### src/rtl/apb_uart_tx.sv
// APB3 UART transmitter: buffers bytes in a TX FIFO and sends them on TXD as 8N1 frames; zero-wait registers.
// A TXDATA write to a full FIFO inserts wait states while tx_en=1, otherwise completes with PSLVERR and drops the byte.

module uart_tx_fifo #(
  parameter  int WIDTH = 8,
  parameter  int DEPTH = 8,
  localparam int AW    = $clog2(DEPTH)
) (
  input  logic             core_clk,
  input  logic             arst_n,
  input  logic             wr_vld,
  input  logic [WIDTH-1:0] wr_dat,
  input  logic             rd_rdy,
  output logic [WIDTH-1:0] rd_dat,
  output logic [AW:0]      cnt,
  output logic             full,
  output logic             empty
);
  logic [WIDTH-1:0] mem [DEPTH];
  logic [AW-1:0]    wr_ptr, rd_ptr;
  logic             do_wr, do_rd;

  assign full   = (cnt == (AW+1)'(DEPTH));
  assign empty  = (cnt == '0);
  assign do_wr  = wr_vld & ~full;
  assign do_rd  = rd_rdy & ~empty;
  assign rd_dat = mem[rd_ptr];

  always_ff @(posedge core_clk) begin
    if (do_wr) mem[wr_ptr] <= wr_dat;
  end

  // Pointers wrap naturally because DEPTH is a power of two.
  always_ff @(posedge core_clk or negedge arst_n) begin
    if (!arst_n) begin
      wr_ptr <= '0;
      rd_ptr <= '0;
      cnt    <= '0;
    end else begin
      if (do_wr) wr_ptr <= wr_ptr + AW'(1);
      if (do_rd) rd_ptr <= rd_ptr + AW'(1);
      case ({do_wr, do_rd})
        2'b10:   cnt <= cnt + (AW+1)'(1);
        2'b01:   cnt <= cnt - (AW+1)'(1);
        default: cnt <= cnt;
      endcase
    end
  end
endmodule

module apb_uart_tx #(
  parameter int DATA_WIDTH    = 32,
  parameter int ADDRESS_WIDTH = 4,
  parameter int STRB_WIDTH    = 4,
  parameter int FIFO_DEPTH    = 8,
  parameter int DIV_RESET     = 16
) (
  input  logic                     PCLK,
  input  logic                     PRESETn,
  input  logic                     PSEL,
  input  logic                     PENABLE,
  input  logic [ADDRESS_WIDTH-1:0] PADDR,
  input  logic                     PWRITE,
  input  logic [DATA_WIDTH-1:0]    PWDATA,
  input  logic [STRB_WIDTH-1:0]    PSTRB,
  output logic [DATA_WIDTH-1:0]    PRDATA,
  output logic                     PREADY,
  output logic                     PSLVERR,
  output logic                     TXD,
  output logic                     IRQ
);
  localparam int CW = $clog2(FIFO_DEPTH) + 1;

  typedef enum logic [1:0] {IDLE, START, DATA, STOP} tx_state_t;

  tx_state_t       state, state_nxt;
  logic            acc, addr_ok, reg_wr, txdata_wr, stall, drop, push, bad_acc;
  logic [1:0]      reg_sel;
  logic            tx_en, irq_en;
  logic [15:0]     baud_div, div_eff, div_lat, div_cnt;
  logic [2:0]      bit_cnt;
  logic [7:0]      shift, fifo_dat;
  logic [CW-1:0]   fifo_cnt;
  logic [3:0]      cnt4;
  logic            fifo_full, fifo_empty, pop, start_ok, bit_end, busy, txd_c;
  logic            unused_ok;

  assign acc       = PSEL & PENABLE;
  assign addr_ok   = (PADDR[1:0] == 2'b00);
  assign reg_sel   = PADDR[3:2];
  assign reg_wr    = acc & PWRITE & addr_ok;
  assign txdata_wr = reg_wr & (reg_sel == 2'd0) & PSTRB[0];
  assign stall     = txdata_wr & fifo_full & tx_en;
  assign drop      = txdata_wr & fifo_full & ~tx_en;
  assign push      = txdata_wr & ~fifo_full;
  assign bad_acc   = acc & (~addr_ok | (PWRITE & (reg_sel == 2'd1)));
  assign PREADY    = ~stall;
  assign PSLVERR   = bad_acc | drop;
  assign unused_ok = ^{PWDATA[DATA_WIDTH-1:16], PSTRB[STRB_WIDTH-1:2]};

  uart_tx_fifo #(.WIDTH(8), .DEPTH(FIFO_DEPTH)) u_fifo (
    .core_clk (PCLK),
    .arst_n   (PRESETn),
    .wr_vld   (push),
    .wr_dat   (PWDATA[7:0]),
    .rd_rdy   (pop),
    .rd_dat   (fifo_dat),
    .cnt      (fifo_cnt),
    .full     (fifo_full),
    .empty    (fifo_empty)
  );

  always_ff @(posedge PCLK or negedge PRESETn) begin
    if (!PRESETn) begin
      tx_en    <= 1'b0;
      irq_en   <= 1'b0;
      baud_div <= 16'(DIV_RESET);
    end else begin
      if (reg_wr && reg_sel == 2'd2 && PSTRB[0]) begin
        tx_en  <= PWDATA[0];
        irq_en <= PWDATA[1];
      end
      if (reg_wr && reg_sel == 2'd3) begin
        if (PSTRB[0]) baud_div[7:0]  <= PWDATA[7:0];
        if (PSTRB[1]) baud_div[15:8] <= PWDATA[15:8];
      end
    end
  end

  assign busy = (state != IDLE);
  assign cnt4 = 4'(fifo_cnt);

  always_comb begin
    PRDATA = '0;
    if (acc && !PWRITE && addr_ok) begin
      case (reg_sel)
        2'd1:    PRDATA[7:0]  = {cnt4, 1'b0, busy, fifo_empty, fifo_full};
        2'd2:    PRDATA[1:0]  = {irq_en, tx_en};
        2'd3:    PRDATA[15:0] = baud_div;
        default: PRDATA = '0;
      endcase
    end
  end

  // Divisor is latched per bit so a BAUDDIV write only lands on a bit boundary.
  assign div_eff  = (baud_div == 16'd0) ? 16'd1 : baud_div;
  assign bit_end  = (div_cnt == div_lat - 16'd1);
  assign start_ok = tx_en & ~fifo_empty;

  always_ff @(posedge PCLK or negedge PRESETn) begin
    if (!PRESETn) state <= IDLE;
    else          state <= state_nxt;
  end

  always_comb begin
    state_nxt = state;
    case (state)
      IDLE:    if (start_ok) state_nxt = START;
      START:   if (bit_end) state_nxt = DATA;
      DATA:    if (bit_end && bit_cnt == 3'd7) state_nxt = STOP;
      STOP:    if (bit_end) state_nxt = start_ok ? START : IDLE;
      default: state_nxt = IDLE;
    endcase
  end

  always_comb begin
    pop   = 1'b0;
    txd_c = 1'b1;
    case (state)
      IDLE:    pop = start_ok;
      START:   txd_c = 1'b0;
      DATA:    txd_c = shift[0];
      STOP:    pop = bit_end & start_ok;
      default: txd_c = 1'b1;
    endcase
  end

  assign TXD = txd_c;

  always_ff @(posedge PCLK or negedge PRESETn) begin
    if (!PRESETn) begin
      div_cnt <= '0;
      div_lat <= 16'd1;
      bit_cnt <= '0;
      shift   <= 8'hFF;
    end else begin
      if (busy && !bit_end) begin
        div_cnt <= div_cnt + 16'd1;
      end else begin
        div_cnt <= '0;
        div_lat <= div_eff;
      end
      if (pop)                         shift <= fifo_dat;
      else if (state == DATA && bit_end) shift <= {1'b1, shift[7:1]};
      if (state == START)                bit_cnt <= '0;
      else if (state == DATA && bit_end) bit_cnt <= bit_cnt + 3'd1;
    end
  end

  always_ff @(posedge PCLK or negedge PRESETn) begin
    if (!PRESETn) IRQ <= 1'b0;
    else          IRQ <= irq_en & fifo_empty & ~busy;
  end
endmodule

### config.mk
export PLATFORM = sky130hd
export DESIGN_NAME = apb_uart_tx
export DESIGN_NICKNAME = d
export VERILOG_FILES = /design/src/rtl/apb_uart_tx.sv
export SDC_FILE = /design/constraint.sdc
export NUM_CORES = 1
export LEC_CHECK = 0
export BUFFER_PORTS_ARGS = -buffer_cell sky130_fd_sc_hd__buf_4
export CAP_MARGIN = 20
export CORE_UTILIZATION = 38
export DETAILED_ROUTE_END_ITERATION = 6
export PLACE_DENSITY_LB_ADDON = 0.08
export SKIP_LAST_GASP = 1
export SLEW_MARGIN = 10
export SYNTH_ARGS = -nofsm -noshare
export SYNTH_HDL_FRONTEND = slang
export SYNTH_HIERARCHICAL = 1
export SYNTH_SLANG_ARGS = --single-unit
### constraint.sdc
create_clock -name PCLK -period 6.15 [get_ports PCLK]
set_clock_uncertainty 0.05 [all_clocks]
set_input_delay 1.845 -clock PCLK [delete_from_list [all_inputs] [get_ports PCLK]]
set_output_delay 1.845 -clock PCLK [all_outputs]
set_load 0.005 [all_outputs]
==> reports/qor.txt <==
outcome: complete, no violations
Std-Cell Rows: 49
CP Launch Type: input pin
NetSw: 1110 uW
static leakage: 0.00331 uW
gpl congestion: 0.823
DRT antenna net count: 0
Worst path slowest cell: nor2_1
Clock transition at path regs: 0.06 ns
Sw Ratio: 34.2%
Die Ht: 138 um
syn_area_per_cell: 13.4 um^2
Internal Power: 2130 uW
class of the worst hold path: register to register
Finish-stage setup viols: 0
Post-Syn Area: 7010 um^2
Starting Density: 38.9%
reg2reg setup slack: 1.36 ns
average vias per placed instance: 5.20
Worst Path Arrival: 3.16 ns
number of synthesized flops with an enable pin: 64
Hold Path Sink: u_fifo/wr_ptr[0]
worst-path fanout max: 9
Post-Synthesis Cells: 524
via count: 4257
Netlist cell types: 66
clock root buffer: clkbuf_16
sequential area share after synthesis: 54.0%
Design Area, Final: 8070 um^2
Post-synth ARST share: 53.6%
CTS resizes: 0
global-route wire length before repair: 22700 um
Max Slew Vio Count: 0
clock share of power: 30.2%
#FFs+latches synth: 138
prevailing post-synth register cell: edfxtp_1
gr usage total: 16.5%
Comb pwr share: 30.3%
crit share post-route: 82.1%
Inserted Diodes: 0
largest net degree at the start of global routing: 75
wire length per cell: 17.6 um
DP Area: 7500 um^2
post-DP HPWL: 9880 um
post-synth top area share: 27.4%
layout cell share with drive strength beyond 1: 28.2%
Top Ports: 81
Setup TNS: 0 ns
# fillers: 1669
fin nets: 635
Inserted Clock Buffers: 17
drt pass-1 iters: 4
Max rail drop VDD: 0.000212 V
die area: 19000 um^2
Crit Path Class: input pin to primary output
most used cell, CP: buf_4
fmax: 198 MHz
required time worst endpoint: 4.26 ns
Area Growth Syn to Fin: 15.2%
Die Wd: 138 um
crit path cell chain: buf_4, nor3_1, nand2b_1, nor2_1, and2_1, buf_4
Core ar.: 18000 um^2
Relative slew margins: 31.9%
Hold Violations, Final: 0
yosys synthesis warning count: 6
number of global-route vias before repair: 4130
gr ovfl total: 0
drt first-iter violations: 263
Skew-Pair Late Insertion Delay: 0.42 ns
Post-CTS Setup Inserts: 0
clock sinks: 138
CTS Hold Buffers Added: 0
min Tclk post-route: 5.05 ns
RR Startpoint: div_lat[0]
Routed WL: 14400 um
most frequent cells in the layout: 64 x dfrtp_1, 64 x edfxtp_1, 54 x mux2_2
dominant cell type by area after synthesis: edfxtp_1
critical hold path startpoint: u_fifo/wr_ptr[0]
R2R Path End: u_fifo/cnt[3]
RSZ-0062 raised after global routing: no
Setup crit end kind: primary output
Least-Margin Pin Slew: 1.02 ns
Clock Tree Buf Depth: 2
drc violations: 0
TritonCTS clock tree: built
hold path cells: 1
PortBufs: 46
max-cap violation count: 0
top post-synthesis cells by area: edfxtp_1 27%, dfrtp_1 23%, mux2_2 8.7%, mux4_1 6.0%, dfstp_2 3.8%
initial antenna violation count: 0
worst r2r path cells: 14
Crit path largest cell delay: 0.40 ns
power per cell area: 402 nW/um^2
Seq pwr share: 39.5%
Max H-tree Level: 4
-- stage by stage --
step | hold WS, ns | total power [uW] | utilization (%) | cells | setup WS [ns]
final | 0.476 | 3240 | 44.8 | 818 | 1.10
after global routing | 0.504 | 3430 | 44.8 | 818 | 0.972
after CTS | 0.476 | 3260 | 44.8 | 818 | 1.12
after detailed placement | 0.461 | 2280 | 41.6 | 786 | 1.13
after global placement | 0.458 | 2260 | 41.6 | 786 | 1.17
after floorplan | 0.434 | 2060 | - | 539 | 1.47
-- kinds of logic (layout without fill, tap and decap cells) --
group                    Yosys count  after routing  share of synthesized area (%)
multiplexers                      85             85                           17.3
flip-flops                       138            138                           54.0
XOR/XNOR                          39             39                           4.88
other                              1             16                         0.0535
AND/OR/NAND/NOR                  156            156                           12.0
buffers and inverters             51            101                           4.21
adder cells (fa/ha/maj)           14             14                           2.61
AO/OA/AOI/OAI                     40             40                           4.98
-- power groups by stage --
stage / Clock (uW) / Combinational (uW) / Sequential (uW)
after floorplan: 0 / 855 / 1210
after global placement: 0 / 969 / 1290
after detailed placement: 0 / 978 / 1300
after CTS: 997 / 986 / 1280
after global routing: 1040 / 1080 / 1310
final: 978 / 984 / 1280
-- worst max path at each step --
stage | startpoint | to | slack, ns | cells after the start
after floorplan | PADDR[3] | PRDATA[1] | 1.47 | 4
after global placement | PADDR[1] | PRDATA[10] | 1.17 | 6
after detailed placement | PADDR[1] | PRDATA[3] | 1.13 | 6
after CTS | PADDR[1] | PRDATA[3] | 1.12 | 6
after global routing | PADDR[1] | PRDATA[8] | 0.97 | 6
final | PADDR[1] | PRDATA[3] | 1.10 | 6
-- registers in the layout (all words and copies together) (netlist names) --
register	cells
bit_cnt	3
IRQ	1
baud_div	16
u_fifo/mem	64
div_cnt	16
tx_en	1
state	2
u_fifo/wr_ptr	3
u_fifo/rd_ptr	3
irq_en	1
div_lat	16
u_fifo/cnt	4
shift	8
-- per-layer routing --
metal,GRT usage [%],vias up,wire length [um]
met1,24.0,2117,7230
met4,5.62,0,197
li1,-,2024,-
met3,3.75,16,534
met2,23.9,100,6420
met5,0,-,0
-- worst max-delay path: cells and delay by family --
family | cells | cell delay (ns)
simple gates | 4 | 1.09
buf+inv | 2 | 0.22
-- Yosys cell counts (4+ instances only) --
library cell / number
inv_1: 21
dfstp_2: 10
buf_2: 4
mux4_1: 16
or3_1: 4
xnor2_1: 24
mux2_2: 54
nand2b_1: 6
o211ai_1: 4
nand2_1: 20
nor4_1: 7
edfxtp_1: 64
a21oi_1: 5
xor2_1: 15
nor3_1: 8
and3_1: 7
mux2i_1: 8
nand3_1: 20
nand4_1: 7
and2_1: 9
buf_4: 18
o21ai_0: 5
ha_1: 13
dfrtp_1: 64
mux2_4: 6
nor2_1: 47
-- final cells by class --
class,count,area [um^2],area share [%]
clock inverter,14,136,1.69
timing repair buffer,48,360,4.47
clock buffer,18,429,5.32
tap,229,287,3.55
sequential,138,3790,46.9
inverter,21,78.8,0.977
multi-input combinational,350,2990,37.1
(Power assumes the default switching activity.)
